$ cat config.mk
export PLATFORM = sky130hd
export DESIGN_NAME = hyperbus_delay_calib
export DESIGN_NICKNAME = d
export VERILOG_FILES = /design/src/rtl/hyperbus_delay_calib.sv
export SDC_FILE = /design/constraint.sdc
export NUM_CORES = 1
export LEC_CHECK = 0
export BUFFER_PORTS_ARGS = -buffer_cell sky130_fd_sc_hd__buf_2
export CELL_PAD_IN_SITES_DETAIL_PLACEMENT = 0
export CELL_PAD_IN_SITES_GLOBAL_PLACEMENT = 1
export CORE_ASPECT_RATIO = 1.4
export CORE_MARGIN = 4
export CORE_UTILIZATION = 45
export CTS_BUF_LIST = sky130_fd_sc_hd__clkbuf_4 sky130_fd_sc_hd__clkbuf_8 sky130_fd_sc_hd__clkbuf_16
export DETAILED_ROUTE_END_ITERATION = 8
export PLACE_DENSITY = 0.81
export SLEW_MARGIN = 20
export SYNTH_ARGS = -nofsm -noshare
export SYNTH_HDL_FRONTEND = slang
export SYNTH_SLANG_ARGS = --single-unit
$ cat constraint.sdc
create_clock -name clk_i -period 2.8 [get_ports clk_i]
set_clock_uncertainty 0.15 [all_clocks]
set_input_delay 0.14 -clock clk_i [delete_from_list [all_inputs] [get_ports clk_i]]
set_output_delay 0.14 -clock clk_i [all_outputs]
set_load 0.01 [all_outputs]
$ cat src/rtl/hyperbus_delay_calib.sv
// HyperBus RWDS delay-line calibration: sweeps all 16 taps, runs test reads at each,
// and parks delay_o at the centre of the longest contiguous passing window.
module hyperbus_delay_calib #(
  parameter int          SettleCycles  = 4,
  parameter int          SamplesPerTap = 8,
  parameter logic [3:0]  DefaultDelay  = 4'd8
) (
  input  logic       clk_i,
  input  logic       rst_ni,
  input  logic       start_i,
  output logic       trial_valid_o,
  input  logic       trial_ready_i,
  input  logic       result_valid_i,
  input  logic       result_pass_i,
  output logic [3:0] delay_o,
  output logic       busy_o,
  output logic       done_o,
  output logic       error_o,
  output logic [3:0] win_start_o,
  output logic [4:0] win_len_o
);

  typedef enum logic [2:0] {IDLE, SETTLE, REQ, WAIT, EVAL, FINISH} state_t;

  state_t     state_q, state_d;
  logic [7:0] settle_q, samp_q;
  logic [3:0] tap_q, prev_delay_q;
  logic       pass_q;
  logic [4:0] run_len_q, best_len_q, run_len_d, half;
  logic [3:0] run_start_q, best_start_q, run_start_d, centre;

  always_comb begin
    state_d = state_q;
    case (state_q)
      IDLE:    if (start_i) state_d = SETTLE;
      SETTLE:  if (settle_q == 8'(SettleCycles - 1)) state_d = REQ;
      REQ:     if (trial_ready_i) state_d = WAIT;
      WAIT:    if (result_valid_i)
                 state_d = (samp_q == 8'(SamplesPerTap - 1)) ? EVAL : REQ;
      EVAL:    state_d = (tap_q == 4'd15) ? FINISH : SETTLE;
      FINISH:  state_d = IDLE;
      default: state_d = IDLE;
    endcase
  end

  // Run tracker for the tap being evaluated; a new run starts at the first passing tap.
  always_comb begin
    run_len_d   = pass_q ? run_len_q + 5'd1 : 5'd0;
    run_start_d = (pass_q && run_len_q == 5'd0) ? tap_q : run_start_q;
    half        = (best_len_q - 5'd1) >> 1;
    centre      = best_start_q + half[3:0];
  end

  always_ff @(posedge clk_i) begin
    if (!rst_ni) begin
      state_q       <= IDLE;
      settle_q      <= '0;
      samp_q        <= '0;
      tap_q         <= '0;
      prev_delay_q  <= '0;
      pass_q        <= 1'b1;
      run_len_q     <= '0;
      run_start_q   <= '0;
      best_len_q    <= '0;
      best_start_q  <= '0;
      trial_valid_o <= 1'b0;
      delay_o       <= DefaultDelay;
      busy_o        <= 1'b0;
      done_o        <= 1'b0;
      error_o       <= 1'b0;
      win_start_o   <= '0;
      win_len_o     <= '0;
    end else begin
      state_q       <= state_d;
      trial_valid_o <= (state_d == REQ);
      busy_o        <= (state_d != IDLE);
      done_o        <= (state_q == FINISH);
      case (state_q)
        IDLE: if (start_i) begin
          prev_delay_q <= delay_o;
          tap_q        <= '0;
          delay_o      <= '0;
          samp_q       <= '0;
          settle_q     <= '0;
          pass_q       <= 1'b1;
          run_len_q    <= '0;
          run_start_q  <= '0;
          best_len_q   <= '0;
          best_start_q <= '0;
          error_o      <= 1'b0;
        end
        SETTLE: settle_q <= settle_q + 8'd1;
        WAIT: if (result_valid_i) begin
          pass_q <= pass_q & result_pass_i;
          samp_q <= samp_q + 8'd1;
        end
        EVAL: begin
          run_len_q   <= run_len_d;
          run_start_q <= run_start_d;
          // Strictly greater keeps the earlier window on a tie.
          if (run_len_d > best_len_q) begin
            best_len_q   <= run_len_d;
            best_start_q <= run_start_d;
          end
          if (tap_q != 4'd15) begin
            tap_q    <= tap_q + 4'd1;
            delay_o  <= tap_q + 4'd1;
            samp_q   <= '0;
            settle_q <= '0;
            pass_q   <= 1'b1;
          end
        end
        FINISH: begin
          win_start_o <= best_start_q;
          win_len_o   <= best_len_q;
          if (best_len_q != 5'd0) begin
            delay_o <= centre;
          end else begin
            delay_o <= prev_delay_q;
            error_o <= 1'b1;
          end
        end
        default: ;
      endcase
    end
  end

endmodule
==> impl_table.tex <==
\begin{tabular}{lr}
\hline
Metric & Value \\
\hline
\multicolumn{2}{l}{\textbf{Run status}} \\
Result of the run & completed \\
\multicolumn{2}{l}{\textbf{Synth}} \\
Proportion of synthesized chip area in sequential cells & 0.402 \\
Yosys warnings & 0 \\
Number of flip-flops and latches in the synthesized netlist & 63 \\
Mean instance size in the synthesized netlist & 8.55 um2 \\
Area fraction of the dominant cell type after synthesis & 0.402 \\
Most area-consuming cells after synthesis & sky130\_fd\_sc\_hd\_\_dfxtp\_1, sky130\_fd\_sc\_hd\_\_nand2\_1, sky130\_fd\_sc\_hd\_\_a21oi\_1 \\
Post-synth EDFFs & 0 \\
Synthesized instance count & 367 \\
Cell type with the highest aggregate area in the netlist & sky130\_fd\_sc\_hd\_\_dfxtp\_1 \\
Number of distinct library cells after synthesis & 51 \\
Post-synthesis instance area & 0.00314 mm2 \\
Async SR Flop Fraction & 0 \\
Syn nets & 388 \\
Most used flip-flop cell after synthesis & sky130\_fd\_sc\_hd\_\_dfxtp\_1 \\
\multicolumn{2}{l}{\textbf{Worst setup path}} \\
Critical Path End Type & register \\
Critical path type & reg2reg \\
WP data required & 2.92 ns \\
Data arrival time of the worst path & 2.80 ns \\
Startpoint kind of the worst setup timing path & register \\
Critical path fanouts, max & 7 \\
\multicolumn{2}{l}{\textbf{Routing}} \\
DRC violations left & 0 \\
Wire per inst & 13.7 um \\
Detailed router's first-iteration violation count & 125 \\
Number of routed nets with antenna violations & 0 \\
Total length of routed wires & 6720 um \\
Post-DR vias/cell & 5.26 \\
Pre-Repair DR Iteration Count & 4 \\
Number of vias after detailed routing & 2574 \\
\multicolumn{2}{l}{\textbf{STA}} \\
Relative max-transition margin & 0.464 \\
Setup-failing EPs final & 0 \\
Slew at the pin with the worst max-slew slack & 0.799 ns \\
Fin. Hold Viols & 0 \\
Portion of the clock cycle consumed by the worst path in the final layout & 0.958 \\
Final Slew Violations & 0 \\
Min Clock Period, post-route & 2.68 ns \\
Timing-limited maximum frequency & 373 MHz \\
Min Hold Slack & 0.0703 ns \\
Worst path setup slack after routing & 0.118 ns \\
\multicolumn{2}{l}{\textbf{Layout}} \\
Post-synthesis to final-layout area growth & 13.8\% \\
Fraction of final layout cells sized beyond drive strength 1 & 0.164 \\
Final antenna diode count & 0 \\
Post-Layout Cell Count & 489 \\
Post-route cell area & 0.00357 mm2 \\
Fillers & 664 \\
\# nets final & 414 \\
\multicolumn{2}{l}{\textbf{Global routing}} \\
Global-route wire length before repair & 11700 um \\
Total global-route track usage & 0.177 \\
Largest net degree at the start of global routing & 17 \\
Number of global-route vias before repair & 2509 \\
GRT Residual Overflow & 0 \\
Number of antenna violations at the first check in global routing & 0 \\
\multicolumn{2}{l}{\textbf{Floorplanning}} \\
Core Box Area & 0.00670 mm2 \\
Die span in y & 107 um \\
Number of I/O pins & 23 \\
Starting density of the core & 0.468 \\
Horizontal die dimension & 78.6 um \\
Die Area & 0.00839 mm2 \\
Placement Rows & 35 \\
\multicolumn{2}{l}{\textbf{Placed design}} \\
Hpwl dp & 4930 um \\
IO Port Bufs & 22 \\
\# placed instances & 471 \\
Total placed instance area & 0.00333 mm2 \\
Post-Place Setup Slack & 0.0673 ns \\
Routability Congestion & 0.853 \\
\multicolumn{2}{l}{\textbf{Clock network}} \\
Clock transition at path regs & 0.07 ns \\
Clock buffers created by TritonCTS & 9 \\
Clk sinks & 63 \\
Clock tree from TritonCTS & yes \\
Max H-tree Level & 3 \\
Max Buffers Root-to-Sink & 2 \\
Source-to-sink clock delay at the later pin of the worst-skew pair & 0.33 ns \\
Clock root cell & sky130\_fd\_sc\_hd\_\_clkbuf\_8 \\
\multicolumn{2}{l}{\textbf{Power and ir drop}} \\
Maximum resistive drop on vdd & 0.000311 V \\
P per Cell Area & 493 mW/mm2 \\
Post-route total power & 0.00176 W \\
Leakage power summed over all cells & 1.38 nW \\
\multicolumn{2}{l}{\textbf{Run}} \\
Max-capacitance violation count & 0 \\
\multicolumn{2}{l}{\textbf{Worst hold path}} \\
Class of the tightest hold or removal check & in2reg \\
\hline
\end{tabular}
[metal layers]
metal	GRT usage	vias to the layer above	wire, um
li1	-	1318	-
met1	0.207	1205	3020
met2	0.309	43	3360
met3	0.0479	8	250
met4	0.0588	0	87
met5	0	-	0
[cell families after synthesis]
group / after synthesis / share of synthesized area
simple gates: 148 / 0.227
compound gates: 68 / 0.143
flops: 63 / 0.402
buf+inv: 34 / 0.0478
xor+xnor: 24 / 0.0670
mux: 15 / 0.0510
fa+ha+maj: 15 / 0.0622
[through the flow]
stage	TNS [ns]	utilization
floorplan	0	-
detailed placement	0	0.497
CTS	0	0.528
global route	-0.0314	0.533
finish	0	0.533
global placement	0	0.497
[power by group]
part	switching (W)	total, W	internal, W	leakage (nW)
logic	0.0000635	0.0000948	0.0000313	0.768
clock network	0.000326	0.000746	0.000420	0.100
registers	0.0000110	0.000918	0.000907	0.510
[cell type report]
cell class | instances | area (um2) | share of cell area
Multi-Input combinational cell | 270 | 1730 | 0.484
Sequential cell | 63 | 1260 | 0.354
Inverter | 16 | 60.1 | 0.0168
Timing Repair Buffer | 33 | 214 | 0.0599
Clock buffer | 15 | 188 | 0.0526
Tap cell | 92 | 115 | 0.0322
[cells in the final DEF (no fill, tap or decap), types with 3 or more instances in the layout]
master	count
sky130_fd_sc_hd__a21oi_1	35
sky130_fd_sc_hd__nand4_1	3
sky130_fd_sc_hd__nor3_1	5
sky130_fd_sc_hd__o21ai_0	8
sky130_fd_sc_hd__clkbuf_4	3
sky130_fd_sc_hd__inv_1	16
sky130_fd_sc_hd__mux2_2	8
sky130_fd_sc_hd__ha_1	13
sky130_fd_sc_hd__nor2_1	40
sky130_fd_sc_hd__clkbuf_8	12
sky130_fd_sc_hd__o2111ai_1	3
sky130_fd_sc_hd__xnor2_1	12
sky130_fd_sc_hd__and3_1	3
sky130_fd_sc_hd__nand3b_1	5
sky130_fd_sc_hd__buf_4	7
sky130_fd_sc_hd__a22oi_1	5
sky130_fd_sc_hd__mux2i_1	7
sky130_fd_sc_hd__xor2_1	12
sky130_fd_sc_hd__nand3_1	20
sky130_fd_sc_hd__and2_1	5
sky130_fd_sc_hd__dfxtp_1	61
sky130_fd_sc_hd__nand2_1	49
sky130_fd_sc_hd__buf_2	22
[sequential cells by signal, indices dropped and copies added (netlist names)]
name           flops
error_o            1
win_start_o        4
best_len_q         5
done_o             1
run_start_q        4
prev_delay_q       4
samp_q             8
busy_o             1
run_len_q          5
delay_o            4
state_q            3
win_len_o          5
best_start_q       4
pass_q             1
settle_q           8
trial_valid_o      1
tap_q              4
[worst paths after layout]
| path | end | cells after the start | slack [ns] | startpoint |
|---|---|---|---|---|
| min reg2reg | win_len_o[1]$_SDFFE_PN0P_ | 2 | 0.30 | win_len_o[1]$_SDFFE_PN0P_ |
| max reg2reg | best_len_q[3]$_SDFFE_PN0P_ | 11 | 0.12 | run_len_q[0]$_SDFFE_PN0P_ |
| min | state_q[0]$_SDFF_PN0_ | 5 | 0.07 | trial_ready_i |
| max | best_len_q[3]$_SDFFE_PN0P_ | 11 | 0.12 | run_len_q[0]$_SDFFE_PN0P_ |
[worst max-delay path, cell delays in order, from the launching register on]
cell and delay [ns]:
sky130_fd_sc_hd__dfxtp_2 0.35, sky130_fd_sc_hd__ha_2 0.19, sky130_fd_sc_hd__nand3_1 0.10, sky130_fd_sc_hd__xnor2_1 0.15, sky130_fd_sc_hd__and2_1 0.16, sky130_fd_sc_hd__ha_1 0.27
sky130_fd_sc_hd__and3_1 0.19, sky130_fd_sc_hd__and3_1 0.19, sky130_fd_sc_hd__a311oi_2 0.26, sky130_fd_sc_hd__buf_6 0.17, sky130_fd_sc_hd__mux2_2 0.33, sky130_fd_sc_hd__nor2_1 0.11
[repair_timing]
item	4_1_cts	5_1_grt
buffers inserted	0	1
endpoints found under the setup margin	0	4
resized for setup	0	4
hold buffers	2	0
endpoints found under the hold margin	4	0
[Yosys cell counts, drive strengths merged (2+ instances only)]
library cell,n
a21o,2
o211ai,2
nor4b,2
inv,16
o21ai,9
dfxtp,63
and2,5
nand3b,5
nand4,3
nor3,6
mux2i,7
a21oi,35
nor2b,2
and4,2
a211oi,3
clkbuf,9
a31oi,2
nand2,49
xnor2,12
xor2,12
mux2,8
ha,14
and3,3
nor2,41
a22oi,5
buf,9
or3,2
o2111ai,3
nand3,20
Power figures use the tool's default switching activity.
